[src/rtl/wc_io_pkg.sv]
// Shared definitions for the Winograd-core pad bridge: default widths, FSM states and the
// ceil-divide used to size the pad beat counts.
package wc_io_pkg;

  localparam int unsigned DefCoreInW  = 70;
  localparam int unsigned DefCoreOutW = 50;
  localparam int unsigned DefPadInW   = 10;
  localparam int unsigned DefPadOutW  = 10;

  typedef enum logic [1:0] {
    StLoad,
    StWait,
    StDrain
  } state_e;

  function automatic int unsigned ceil_div(input int unsigned num, input int unsigned den);
    return (num + den - 1) / den;
  endfunction

endpackage

[src/rtl/wc_pad_ser.sv]
// Output serializer: loads one core result and shifts it out LSB beat first on the pad bus,
// holding the current beat stable while the sink stalls.
module wc_pad_ser
  import wc_io_pkg::*;
#(
  parameter int unsigned CORE_OUT_W = DefCoreOutW,
  parameter int unsigned PAD_OUT_W  = DefPadOutW,
  parameter int unsigned OUT_BEATS  = ceil_div(CORE_OUT_W, PAD_OUT_W)
) (
  input  logic                  clk,
  input  logic                  rst,
  input  logic                  load,
  input  logic [CORE_OUT_W-1:0] data,
  input  logic                  rdy,
  output logic [PAD_OUT_W-1:0]  pad_z,
  output logic                  vld,
  output logic                  last,
  output logic                  done
);

  localparam int unsigned ShW = OUT_BEATS * PAD_OUT_W;
  localparam int unsigned CntW = (OUT_BEATS > 1) ? $clog2(OUT_BEATS) : 1;

  logic [ShW-1:0]  sh_q;
  logic [CntW-1:0] cnt_q;
  logic            vld_q;
  logic            last_q;
  logic            adv;

  assign adv   = vld_q && rdy;
  assign done  = adv && last_q;
  assign pad_z = sh_q[PAD_OUT_W-1:0];
  assign vld   = vld_q;
  assign last  = last_q;

  always_ff @(posedge clk) begin
    if (rst) begin
      sh_q   <= '0;
      cnt_q  <= '0;
      vld_q  <= 1'b0;
      last_q <= 1'b0;
    end else if (load) begin
      // Zero-extension leaves the unused top bits of the final beat at 0.
      sh_q   <= ShW'(data);
      cnt_q  <= '0;
      vld_q  <= 1'b1;
      last_q <= (OUT_BEATS == 1);
    end else if (done) begin
      sh_q   <= '0;
      cnt_q  <= '0;
      vld_q  <= 1'b0;
      last_q <= 1'b0;
    end else if (adv) begin
      sh_q   <= sh_q >> PAD_OUT_W;
      cnt_q  <= cnt_q + 1'b1;
      last_q <= (int'(cnt_q) == int'(OUT_BEATS) - 2);
    end
  end

endmodule

[src/rtl/wc_pad_serdes.sv]
// Pad-limited IO bridge: assembles narrow input beats into one core word, strobes it to the
// core, waits the core latency, then serializes the core result onto the output pads.
module wc_pad_serdes
  import wc_io_pkg::*;
#(
  parameter int unsigned CORE_IN_W  = DefCoreInW,
  parameter int unsigned CORE_OUT_W = DefCoreOutW,
  parameter int unsigned PAD_IN_W   = DefPadInW,
  parameter int unsigned PAD_OUT_W  = DefPadOutW,
  parameter int unsigned CORE_LAT   = 1
) (
  input  logic                  clk,
  input  logic                  rst,
  input  logic [PAD_IN_W-1:0]   pad_d,
  input  logic                  pad_d_vld,
  input  logic                  pad_d_sof,
  output logic                  pad_d_rdy,
  output logic [CORE_IN_W-1:0]  core_d,
  output logic                  core_d_vld,
  input  logic [CORE_OUT_W-1:0] core_z,
  output logic [PAD_OUT_W-1:0]  pad_z,
  output logic                  pad_z_vld,
  output logic                  pad_z_last,
  input  logic                  pad_z_rdy
);

  localparam int unsigned InBeats  = ceil_div(CORE_IN_W, PAD_IN_W);
  localparam int unsigned OutBeats = ceil_div(CORE_OUT_W, PAD_OUT_W);
  localparam int unsigned AsmW     = InBeats * PAD_IN_W;
  localparam int unsigned InCntW   = (InBeats > 1) ? $clog2(InBeats) : 1;
  localparam int unsigned LatCntW  = $clog2(CORE_LAT + 1);

  state_e             state_q;
  logic [InCntW-1:0]  in_cnt_q;
  logic [InCntW-1:0]  beat_idx;
  logic [LatCntW-1:0] lat_cnt_q;
  logic [AsmW-1:0]    asm_q;
  logic [AsmW-1:0]    asm_d;
  logic               accept;
  logic               last_in;
  logic               ser_load;
  logic               ser_done;

  assign pad_d_rdy = (state_q == StLoad);
  assign accept    = pad_d_vld && pad_d_rdy;
  // An accepted sof beat restarts assembly at beat 0, dropping any partial frame.
  assign beat_idx  = pad_d_sof ? '0 : in_cnt_q;
  assign last_in   = (beat_idx == InCntW'(InBeats - 1));
  assign ser_load  = (state_q == StWait) && (lat_cnt_q == LatCntW'(CORE_LAT));

  always_comb begin
    asm_d = asm_q;
    for (int unsigned b = 0; b < InBeats; b++) begin
      if (beat_idx == InCntW'(b)) begin
        asm_d[b*PAD_IN_W +: PAD_IN_W] = pad_d;
      end
    end
  end

  always_ff @(posedge clk) begin
    if (rst) begin
      state_q    <= StLoad;
      in_cnt_q   <= '0;
      lat_cnt_q  <= '0;
      asm_q      <= '0;
      core_d     <= '0;
      core_d_vld <= 1'b0;
    end else begin
      core_d_vld <= 1'b0;
      unique case (state_q)
        StLoad: begin
          if (accept) begin
            asm_q <= asm_d;
            if (last_in) begin
              core_d     <= asm_d[CORE_IN_W-1:0];
              core_d_vld <= 1'b1;
              in_cnt_q   <= '0;
              state_q    <= StWait;
            end else begin
              in_cnt_q <= beat_idx + 1'b1;
            end
          end
        end
        StWait: begin
          if (ser_load) begin
            lat_cnt_q <= '0;
            state_q   <= StDrain;
          end else begin
            lat_cnt_q <= lat_cnt_q + 1'b1;
          end
        end
        StDrain: begin
          if (ser_done) begin
            state_q <= StLoad;
          end
        end
        default: state_q <= StLoad;
      endcase
    end
  end

  wc_pad_ser #(
    .CORE_OUT_W(CORE_OUT_W),
    .PAD_OUT_W (PAD_OUT_W),
    .OUT_BEATS (OutBeats)
  ) u_ser (
    .clk  (clk),
    .rst  (rst),
    .load (ser_load),
    .data (core_z),
    .rdy  (pad_z_rdy),
    .pad_z(pad_z),
    .vld  (pad_z_vld),
    .last (pad_z_last),
    .done (ser_done)
  );

endmodule

[config.mk]
export PLATFORM = sky130hd
export DESIGN_NAME = wc_pad_serdes
export DESIGN_NICKNAME = d
export VERILOG_FILES = /design/src/rtl/wc_io_pkg.sv /design/src/rtl/wc_pad_ser.sv /design/src/rtl/wc_pad_serdes.sv
export SDC_FILE = /design/constraint.sdc
export NUM_CORES = 1
export LEC_CHECK = 0
export BUFFER_PORTS_ARGS = -buffer_cell sky130_fd_sc_hd__buf_4
export CORE_UTILIZATION = 50
export DETAILED_ROUTE_END_ITERATION = 8
export PLACE_DENSITY = 0.69
export SYNTH_ARGS = -nofsm -noshare
export SYNTH_HDL_FRONTEND = slang
export SYNTH_HIERARCHICAL = 1
export SYNTH_SLANG_ARGS = --single-unit
[constraint.sdc]
create_clock -name clk -period 2.5 [get_ports clk]
set_clock_uncertainty 0.1 [all_clocks]
set_input_delay 0.5 -clock clk [delete_from_list [all_inputs] [get_ports clk]]
set_output_delay 0.5 -clock clk [all_outputs]
set_load 0.02 [all_outputs]
==> results.json <==
{
  "r2r_cells": 4,
  "final_max_slew_viol_count": 0,
  "setup_tns_ps": 0,
  "grt_busiest_layer": "met2",
  "syn_to_final_growth_pct": 19.0,
  "hold_violations": 0,
  "cts_root_buf": "clkbuf_16",
  "numCtsBuffers": 17,
  "yosys.area.top_type_share": 0.483,
  "grt_first_pass_wirelength_um": 32300,
  "grt_usage": 0.250,
  "synth_top_family_by_area": "compound AO/OA/AOI/OAI gates",
  "vias": 6836,
  "holdPathStages": 3,
  "nNetsFinal": 1000,
  "port_buffers": 148,
  "fin_hold_ws_ps": 222,
  "yosys.area_share.adder": 0.00472,
  "drt_wl_total_um": 20500,
  "worst_slew_pin_slew_ps": 600,
  "core-area_um2": 15400,
  "synth_ff_type": "dfxtp_1",
  "syn-cell-area_um2": 7950,
  "routed_via_density": 5.91,
  "synth_xor_area_frac": 0.00110,
  "holdCritStartpoint": "core_z[48]",
  "ys_seq_elements": 192,
  "cts_setup_buffers": 0,
  "grt_max_degree": 112,
  "fin_util": 0.615,
  "clock_sinks": 192,
  "drtIter0Drc": 730,
  "violations": "DRC",
  "grt_pass1_vias": 6339,
  "synth_nets": 926,
  "detail-route-antenna-nets": 0,
  "timing.rr.start": "in_cnt_q[2]",
  "rsz0062_at_grt": "false",
  "cts_htree_levels": 4,
  "worstHoldEndpoint": "u_ser/sh_q[48]",
  "required_ps": 2740,
  "hpwlAfterDp_um": 13000,
  "antenna_found_initial": 0,
  "syn_inst": 858,
  "worst_skew_pair.late_latency_ps": 430,
  "yosys.area.top_type": "dfxtp_1",
  "p_per_area_nw_per_um2": 641,
  "synth_warnings": 6,
  "setup_violations": 0,
  "cts_tree": "yes",
  "min_period_ps": 2000,
  "drv_cap": 0,
  "power_leakage_nw": 3.41,
  "die_h_um": 128,
  "io_pins": 149,
  "synth-async-reset-ratio": 0,
  "yosys-top-cells-area": "dfxtp_1, a21oi_1, a211oi_1, mux2i_1, a222oi_1",
  "maxSlewHeadroom": 0.600,
  "reg2reg_slack_ps": 500,
  "cts_resized": 0,
  "wl_per_cell_um": 17.8,
  "synthMuxAreaShare": 0.0529,
  "synth-simple-area-share": 0.148,
  "start_util": 0.517,
  "num-fill-cells": 1296,
  "met1_usage": 0.325,
  "postSynthAreaPerCell_um2": 9.27,
  "gp_congestion": 0.762,
  "clk_pin_slew_ps": 70,
  "grt_use_met3": 0.0626,
  "cts_hold_buf": 0,
  "cp_max_fo": 32,
  "post_route_cells_drive_above_1_share": 0.228,
  "ys_seq_area_frac": 0.483,
  "arrival_ps": 2240,
  "endpoint_kind": "flip-flop",
  "synth_compound_area_frac": 0.227,
  "irDropWorstVdd_mv": 0.446,
  "num_rows": 45,
  "critPathKind": "reg2reg",
  "die_w_um": 128,
  "hold_path_class": "in2reg",
  "firstDrtPassIters": 9,
  "die_area_um2": 16400,
  "r2r-end": "core_d[21]",
  "crit_path_start_kind": "flip-flop",
  "insertedDiodeCount": 0,
  "fin_crit_sh": 0.801,
  "grt_overflow": 0,
  "use_met2": 0.406,
  "fmax_mhz": 499,
  "run_status": "complete, but fails checks",
  "drc": 14,
  "synth.distinct_cells": 45,
  "synth_enable_flop_cells": 0,
  "clk_path_buf_depth": 2
}
[kinds of logic (layout without fill, tap and decap cells)]
family                   Yosys count  count (layout)
flip-flops                       192             192
adder cells (fa/ha/maj)            3               3
XOR/XNOR                           1               1
buffers and inverters            117             204
multiplexers                      42              42
AO/OA/AOI/OAI                    269             269
AND/OR/NAND/NOR                  234             234
[critical path: stages (launching register included)]
cell	delay [ps]
dfxtp_1	570
and4bb_2	600
buf_12	250
a21oi_1	100
a211oi_1	270
[Yosys cell counts, types with 2 or more instances]
cell and number:
ha_1 3, nor3_1 8, a21oi_1 107, nor4b_2 2
nand4bb_1 2, nand2_1 56, a211oi_1 69, nand3_1 39
inv_1 2, nand2b_1 21, dfxtp_1 192, or3_1 2
and4b_2 2, o21ai_1 7, buf_6 9, o21ai_0 23
buf_2 28, mux2i_1 42, nor3b_1 2, nand3b_1 10
nor2_1 79, clkbuf_1 52, a222oi_1 40, a311oi_1 20
dlygate4sd1_1 2, clkbuf_8 2, buf_4 19
[power breakdown]
part	switching (W)	total [W]	leakage [nW]	internal, W
clock	0.00113	0.00254	0.276	0.00141
sequential	0.0000301	0.00314	1.55	0.00311
combinational	0.000230	0.000386	1.58	0.000156
total	0.00139	0.00606	3.41	0.00467
[cell usage in the layout (no fill, tap or decap), drive strengths merged, types with 30 or more instances in the layout]
cell type  count
a222oi        40
a211oi        69
nand2         56
nor2          80
mux2i         42
buf          170
a21oi        108
nand3         39
dfxtp        192
o21ai         30
[routing by layer]
metal	up-vias	wire length (µm)
li1	3291	-
met1	3303	9000
met2	214	9940
met3	28	1260
met4	0	324
met5	-	0
[through the flow]
| stage | cell area, µm² | power [W] | std cells | setup WS, ps |
|---|---|---|---|---|
| floorplan | 7950 | 0.00344 | 858 | 110 |
| global placement | 8900 | 0.00357 | 1124 | 488 |
| detailed placement | 8900 | 0.00359 | 1124 | 404 |
| CTS | 9460 | 0.00609 | 1156 | 504 |
| global route | 9460 | 0.00626 | 1156 | 370 |
| finish | 9460 | 0.00606 | 1156 | 498 |
[flip-flops by register name, summed over array words and instances, names as in the netlist]
name and flops:
u_ser/sh_q 50, core_d 70, in_cnt_q 3, lat_cnt_q 1
state_q 2, asm_q 60, u_ser/vld 1, u_ser/last 1
u_ser/cnt_q 3, core_d_vld 1
[worst max-delay path by stage]
stage	cells after the start	slack, ps	startpoint	end
after floorplan	8	110	pad_d_sof	asm_q[30]
after global placement	4	490	pad_d_sof	asm_q[43]
after detailed placement	5	400	pad_d_sof	core_d[20]
after CTS	4	500	in_cnt_q[2]	core_d[21]
after global routing	4	370	in_cnt_q[1]	core_d[38]
final	4	500	in_cnt_q[2]	core_d[21]
[layout make-up]
| cell class | instances | area, µm² | area share |
|---|---|---|---|
| flip-flops and latches | 192 | 3840 | 0.406 |
| clock inverters | 8 | 53.8 | 0.00569 |
| well taps | 211 | 264 | 0.0279 |
| clock buffers | 24 | 502 | 0.0530 |
| multi-input cells | 549 | 3460 | 0.366 |
| inverters | 2 | 7.51 | 0.000794 |
| repair buffers | 170 | 1330 | 0.141 |
(Power assumes the default switching activity.)
